File: src/rtl/fetch_queue_if.sv
// Bus bundle between the fetch front end, the instruction memory and decode.
// The master view belongs to fetch_queue; the slave view is the environment
// (memory request/response side plus the decode consumer).
interface fetch_queue_if #(
    parameter int WIDTH = 32
);
    logic             imem_req_valid;
    logic             imem_req_ready;
    logic [WIDTH-1:0] imem_req_addr;
    logic             imem_rsp_valid;
    logic [WIDTH-1:0] imem_rsp_data;
    logic             instr_valid;
    logic             instr_ready;
    logic [WIDTH-1:0] instrF;
    logic [WIDTH-1:0] pcF;
    logic [WIDTH-1:0] pcplus4F;

    modport master (
        output imem_req_valid, imem_req_addr,
        input  imem_req_ready,
        input  imem_rsp_valid, imem_rsp_data,
        output instr_valid, instrF, pcF, pcplus4F,
        input  instr_ready
    );

    modport slave (
        input  imem_req_valid, imem_req_addr,
        output imem_req_ready,
        output imem_rsp_valid, imem_rsp_data,
        input  instr_valid, instrF, pcF, pcplus4F,
        output instr_ready
    );
endinterface

File: src/rtl/fetch_queue.sv
// Decoupled fetch front end: generates the PC, issues credit-limited in-order
// requests to instruction memory and buffers returned instructions in a small
// FIFO ahead of decode. A redirect flushes the FIFO and drops responses that
// belong to requests issued before it.
module fetch_queue #(
    parameter int               WIDTH    = 32,
    parameter int               DEPTH    = 4,
    parameter logic [WIDTH-1:0] RESET_PC = '0
) (
    input  logic             clk,
    input  logic             rst,
    input  logic             pcsrc,
    input  logic [WIDTH-1:0] pctarget,
    fetch_queue_if.master    bus,
    output logic             rsp_err
);
    localparam int          AW      = $clog2(DEPTH);
    localparam int          CW      = $clog2(DEPTH) + 1;
    localparam logic [CW:0] DEPTH_V = (CW + 1)'(DEPTH);

    localparam logic [0:0] RUN   = 1'b0;
    localparam logic [0:0] DRAIN = 1'b1;

    logic [WIDTH-1:0] pc_q, pc_d;
    logic [WIDTH-1:0] rsp_pc_q, rsp_pc_d;
    logic [AW-1:0]    head_q, head_d;
    logic [AW-1:0]    tail_q, tail_d;
    logic [CW-1:0]    count_q, count_d;
    logic [CW-1:0]    outstanding_q, outstanding_d;
    logic [CW-1:0]    discard_q, discard_d;
    logic [0:0]       state_q, state_d;
    logic             rsp_err_q, rsp_err_d;
    logic [WIDTH-1:0] fifo_instr_q [DEPTH];
    logic [WIDTH-1:0] fifo_instr_d [DEPTH];
    logic [WIDTH-1:0] fifo_pc_q [DEPTH];
    logic [WIDTH-1:0] fifo_pc_d [DEPTH];

    logic             req_valid;
    logic             req_fire;
    logic             head_valid;
    logic             rsp_accept;
    logic             rsp_spurious;
    logic             push;
    logic             pop;
    logic [CW:0]      occupancy;

    // Handshake qualifiers; a request needs a free slot counting in-flight plus buffered
    always_comb begin
        occupancy    = {1'b0, outstanding_q} + {1'b0, count_q};
        req_valid    = rst && !pcsrc && (occupancy < DEPTH_V);
        req_fire     = req_valid && bus.imem_req_ready;
        head_valid   = (count_q != '0);
        rsp_accept   = bus.imem_rsp_valid && (outstanding_q != '0);
        rsp_spurious = bus.imem_rsp_valid && (outstanding_q == '0);
        push         = rsp_accept && (state_q == RUN) && !pcsrc;
        pop          = head_valid && bus.instr_ready && !pcsrc;
    end

    assign bus.imem_req_valid = req_valid;
    assign bus.imem_req_addr  = rst ? pc_q : '0;
    assign bus.instr_valid    = head_valid;
    assign bus.instrF         = head_valid ? fifo_instr_q[head_q] : '0;
    assign bus.pcF            = head_valid ? fifo_pc_q[head_q] : '0;
    assign bus.pcplus4F       = head_valid ? fifo_pc_q[head_q] + WIDTH'(4) : '0;
    assign rsp_err            = rsp_err_q;

    // Next-state for PC, counters, FIFO and the RUN/DRAIN controller
    always_comb begin
        pc_d          = pc_q;
        rsp_pc_d      = rsp_pc_q;
        head_d        = head_q;
        tail_d        = tail_q;
        fifo_instr_d  = fifo_instr_q;
        fifo_pc_d     = fifo_pc_q;
        discard_d     = discard_q;
        state_d       = state_q;
        rsp_err_d     = rsp_err_q || rsp_spurious;
        outstanding_d = outstanding_q + CW'(req_fire) - CW'(rsp_accept);
        count_d       = count_q + CW'(push) - CW'(pop);

        if (req_fire) begin
            pc_d = pc_q + WIDTH'(4);
        end

        if (rsp_accept && (state_q == DRAIN)) begin
            discard_d = discard_q - CW'(1);
        end

        // Responses are in order and requests are sequential between redirects,
        // so the PC of the next kept response is just a running address that
        // restarts at the redirect target; stale responses never consume it.
        if (push) begin
            fifo_instr_d[tail_q] = bus.imem_rsp_data;
            fifo_pc_d[tail_q]    = rsp_pc_q;
            tail_d               = tail_q + AW'(1);
            rsp_pc_d             = rsp_pc_q + WIDTH'(4);
        end

        if (pop) begin
            head_d = head_q + AW'(1);
        end

        if (pcsrc) begin
            head_d    = '0;
            tail_d    = '0;
            count_d   = '0;
            pc_d      = pctarget;
            rsp_pc_d  = pctarget;
            discard_d = outstanding_d;
        end

        case (state_q)
            RUN:     if (pcsrc && (outstanding_d != '0)) state_d = DRAIN;
            DRAIN:   if (discard_d == '0) state_d = RUN;
            default: state_d = RUN;
        endcase
    end

    // State registers with asynchronous active-low reset
    always_ff @(posedge clk or negedge rst) begin
        if (!rst) begin
            pc_q          <= RESET_PC;
            rsp_pc_q      <= RESET_PC;
            head_q        <= '0;
            tail_q        <= '0;
            count_q       <= '0;
            outstanding_q <= '0;
            discard_q     <= '0;
            state_q       <= RUN;
            rsp_err_q     <= 1'b0;
            fifo_instr_q  <= '{default: '0};
            fifo_pc_q     <= '{default: '0};
        end else begin
            pc_q          <= pc_d;
            rsp_pc_q      <= rsp_pc_d;
            head_q        <= head_d;
            tail_q        <= tail_d;
            count_q       <= count_d;
            outstanding_q <= outstanding_d;
            discard_q     <= discard_d;
            state_q       <= state_d;
            rsp_err_q     <= rsp_err_d;
            fifo_instr_q  <= fifo_instr_d;
            fifo_pc_q     <= fifo_pc_d;
        end
    end
endmodule

File: src/flat_wrapper.sv
// flat-port wrapper written by rule: the top's interface ports become plain ports
module fetch_queue_flat 
#(
    parameter int               WIDTH    = 32,
    parameter int               DEPTH    = 4,
    parameter logic [WIDTH-1:0] RESET_PC = '0
)
  (clk, rst, pcsrc, pctarget, rsp_err, bus_imem_req_valid, bus_imem_req_addr, bus_imem_req_ready, bus_imem_rsp_valid, bus_imem_rsp_data, bus_instr_valid, bus_instrF, bus_pcF, bus_pcplus4F, bus_instr_ready);
  fetch_queue_if #(.WIDTH(WIDTH)) bus_i ();
  input  logic clk;
  input  logic rst;
  input  logic pcsrc;
  input  logic [WIDTH-1:0] pctarget;
  output logic rsp_err;
  output wire logic [$bits(bus_i.imem_req_valid)-1:0] bus_imem_req_valid;
  output wire logic [$bits(bus_i.imem_req_addr)-1:0] bus_imem_req_addr;
  input wire logic [$bits(bus_i.imem_req_ready)-1:0] bus_imem_req_ready;
  input wire logic [$bits(bus_i.imem_rsp_valid)-1:0] bus_imem_rsp_valid;
  input wire logic [$bits(bus_i.imem_rsp_data)-1:0] bus_imem_rsp_data;
  output wire logic [$bits(bus_i.instr_valid)-1:0] bus_instr_valid;
  output wire logic [$bits(bus_i.instrF)-1:0] bus_instrF;
  output wire logic [$bits(bus_i.pcF)-1:0] bus_pcF;
  output wire logic [$bits(bus_i.pcplus4F)-1:0] bus_pcplus4F;
  input wire logic [$bits(bus_i.instr_ready)-1:0] bus_instr_ready;
  assign bus_imem_req_valid = bus_i.imem_req_valid;
  assign bus_imem_req_addr = bus_i.imem_req_addr;
  assign bus_i.imem_req_ready = bus_imem_req_ready;
  assign bus_i.imem_rsp_valid = bus_imem_rsp_valid;
  assign bus_i.imem_rsp_data = bus_imem_rsp_data;
  assign bus_instr_valid = bus_i.instr_valid;
  assign bus_instrF = bus_i.instrF;
  assign bus_pcF = bus_i.pcF;
  assign bus_pcplus4F = bus_i.pcplus4F;
  assign bus_i.instr_ready = bus_instr_ready;
  fetch_queue #(.WIDTH(WIDTH), .DEPTH(DEPTH), .RESET_PC(RESET_PC)) u_core (.clk(clk), .rst(rst), .pcsrc(pcsrc), .pctarget(pctarget), .bus(bus_i), .rsp_err(rsp_err));
endmodule
File: config.mk
export PLATFORM = sky130hd
export DESIGN_NAME = fetch_queue_flat
export DESIGN_NICKNAME = d
export VERILOG_FILES = /design/src/rtl/fetch_queue_if.sv /design/src/rtl/fetch_queue.sv /design/src/flat_wrapper.sv
export SDC_FILE = /design/constraint.sdc
export NUM_CORES = 1
export LEC_CHECK = 0
export CORE_AREA = 3 3 187 189
export DETAILED_ROUTE_END_ITERATION = 10
export DIE_AREA = 0 0 190 192
export GPL_TIMING_DRIVEN = 1
export PLACE_DENSITY = 0.72
export SYNTH_ARGS = -nofsm -noshare
export SYNTH_HDL_FRONTEND = slang
export SYNTH_SLANG_ARGS = --single-unit
File: constraint.sdc
create_clock -name clk -period 4 [get_ports clk]
set_input_delay 1 -clock clk [delete_from_list [all_inputs] [get_ports clk]]
set_output_delay 1 -clock clk [all_outputs]
set_load 0.02 [all_outputs]
==> impl_metrics.yaml <==
status:
  status: "finished, violations left"
  violations: "negative setup slack"
floorplan:
  die_y_microns: 192
  core-area_sq_um: 33400
  fp-row-count: 67
  initial_core_util_pct: 49.6
  pin_count: 201
  die-area_sq_um: 36500
  die_w_microns: 190
power_and_ir_drop:
  vdd_drop_max_v: 0.000435
  p_total_mw: 13.9
  leakage_nw: 9.19
  p_per_area_nw_per_um2: 666
setup_path:
  cp_cell_sequence: "buf_12 -> buf_6 -> buf_12 -> mux4_2 -> and4_4 -> nand4_1 -> buf_4 -> nor4_4 -> xnor2_1 -> nor2_1 -> buf_4"
  crit_fanout: 8
  arrival_ns: 3.04
  critPathMaxStageDelay_ns: 0.51
  critPathBufInv: 5
  slowest_stage: "dfrtp_4"
  crit_path_end_kind: "primary output"
  reg2reg_slack_ns: 0.82
  cp-start-kind: "flip-flop"
  cp.required_ns: 3.00
  criticalPathCategory: "flip-flop to primary output"
  critPathTopFamily: "buffers and inverters"
global_routing:
  antenna_found_initial: 1
  globalRouteOverflowTotal: 0
  grt_use_total_pct: 22.4
  grt_pass1_vias: 11700
  grt_pass1_wl_microns: 65400
  grt_max_degree: 72
synthesis:
  netlist_area_sq_um: 16600
  netlist.area_leader.share_pct: 50.6
  yosysTopAreaCell: "dfrtp_1"
  synthTopCellsByArea: "dfrtp_1 51%, mux2_2 18%, mux4_2 7.9%"
  yosysMostFrequentCell: "dfrtp_1"
  seq_area_frac_synth_pct: 50.6
  synthCells: 1311
  synthTopCellsByCount: "335 x dfrtp_1, 265 x mux2_2, 107 x and2_1"
  yosysUniqueCellTypes: 48
  ys_warn_count: 0
  ys_async_sr_fraction_pct: 100
  synthFlopType: "dfrtp_1"
  synth_nets: 1397
  synth.avg_cell_area_sq_um: 12.6
  synth_seq_cells: 335
  synth_edf_count: 0
layout:
  syn_to_final_growth_pct: 25.9
  drive_above_1_share_pct: 32.6
  num_antenna_cells: 0
  fin_nets: 1634
  final_core_util_pct: 62.4
  fin_cells: 2024
drt:
  postRouteAntennaNets: 0
  first_pass_iters: 5
  wl_microns: 40700
  route.detailed.drc: 0
  via_count: 11400
  via_per_inst: 5.64
  post_drt_wl_per_cell_microns: 20.1
  drt_iter0_drc: 624
clock_network:
  root_buffer: "clkbuf_16"
  cts.sinks: 335
  ctsHoldBuffers: 0
  worstSkewPairLatency_ns: 0.52
  cts_buffers: 37
  cts_tree: "built"
  htree_num_levels: 2
  clk_pin_slew_ns: 0.06
  clock_path_buffers: 3
sta:
  setup_slack_ns: -0.0411
  slew_headroom_pct: 27.5
  hold_viol_final: 0
  setup_viol: 5
  fmax_mhz: 247
  skew_ns: 0.0133
  worst_slew_pin_slew_ns: 1.08
  rsz0062_at_grt: "yes"
  finalCriticalPeriod_ns: 4.04
  whs_ns: 0.497
  finalMaxSlewViolations: 0
  fin_crit_sh_pct: 101
placement:
  placed_cells: 1938
  dp_slack_ns: -0.0362
  io_buffers: 200
  dpl.hpwl_microns: 28000
  gp_congestion: 0.882
hold_path:
  hold_class: "flip-flop to flip-flop"
flow_run:
  drv_cap: 0
[timing repair]
| action | CTS | global route |
|---|---|---|
| endpoints found under the setup margin | 59 | 23 |
| gates resized for setup | 91 | 31 |
| setup buffers | 14 | 5 |
| pin swaps | 5 | 7 |
[through the flow]
| step | setup TNS [ns] | area (sq um) |
|---|---|---|
| 2_1_floorplan | 0 | 16600 |
| 3_3_place_gp | 0 | 19300 |
| 3_5_place_dp | -0.0721 | 19300 |
| 4_1_cts | -0.771 | 20800 |
| 5_1_grt | -1.39 | 20900 |
| 6_report | -0.0982 | 20900 |
[worst register-to-register path: cells and delay by family (launching register included)]
family                   cells  cell delay [ns]
AO/OA/AOI/OAI                2             0.57
buffers and inverters        2             0.11
adder cells (fa/ha/maj)      3             0.78
AND/OR/NAND/NOR              3             0.82
flip-flops                   1             0.44
XOR/XNOR                     2             0.33
[sequential cells by signal, summed over array words and instances, names as in the netlist]
register              flops
u_core.pc_q              32
u_core.tail_q             2
u_core.count_q            3
u_core.rsp_err            1
u_core.fifo_instr_q     128
u_core.discard_q          3
u_core.outstanding_q      3
u_core.head_q             2
u_core.fifo_pc_q        128
u_core.rsp_pc_q          32
u_core.state_q            1
[worst paths after layout]
kind	startpoint	end	depth (start not counted)
max	u_core.head_q[0]	bus_pcplus4F[31]	11
min reg2reg	u_core.rsp_err	u_core.rsp_err	1
min in group asynchronous	rst	u_core.pc_q[8]	2
min	u_core.rsp_err	u_core.rsp_err	1
max reg2reg	u_core.outstanding_q[1]	u_core.state_q	12
max in group asynchronous	rst	u_core.fifo_instr_q[102]	3
[placed cells by master (no fill, tap or decap), types with 9 or more instances in the layout]
master	n
buf_4	73
clkbuf_16	37
and3_1	19
nand3_1	33
o211ai_1	11
and2_1	103
clkbuf_1	10
clkdlybuf4s50_1	172
o21ai_0	52
inv_1	21
a21oi_1	12
xor2_1	35
o311ai_0	9
nand2_1	73
nor2_1	60
ha_1	13
mux4_2	64
nand4_1	22
mux2_2	265
dfrtp_1	333
xnor2_1	33
[per-layer routing]
layer	up-vias	wire [microns]	GRT usage (%)
li1	5180	-	-
met2	282	20200	37.5
met5	-	0	0
met3	60	1940	3.54
met1	5884	17800	31.0
met4	0	866	5.57
[power by group]
part	total [mW]	switching, mW	internal [mW]	leakage, nW
Clock	3.63	1.36	2.27	0.637
Combinational	5.48	2.62	2.86	4.17
Sequential	4.79	0.565	4.23	4.38
[logic make-up (layout without fill, tap and decap cells)]
kind of cell	count (synthesis)	count (layout)	synth area share (%)
muxes	330	330	26.9
and+or+nand+nor	356	356	11.4
buffers and inverters	106	371	2.62
DFF	335	335	50.6
adders and majority gates	16	16	1.30
xor gates and xnor gates	68	68	3.59
AOI/OAI and AO/OA	100	100	3.62
[cell type report]
class	instances	area (sq um)
repair buffers	280	2650
flip-flops and latches	335	8390
well taps	448	561
inverters	24	90.1
fillers	2588	12600
clock buffers	52	1030
multi-input cells	870	7860
clock inverters	15	283
(Power assumes the default switching activity.)
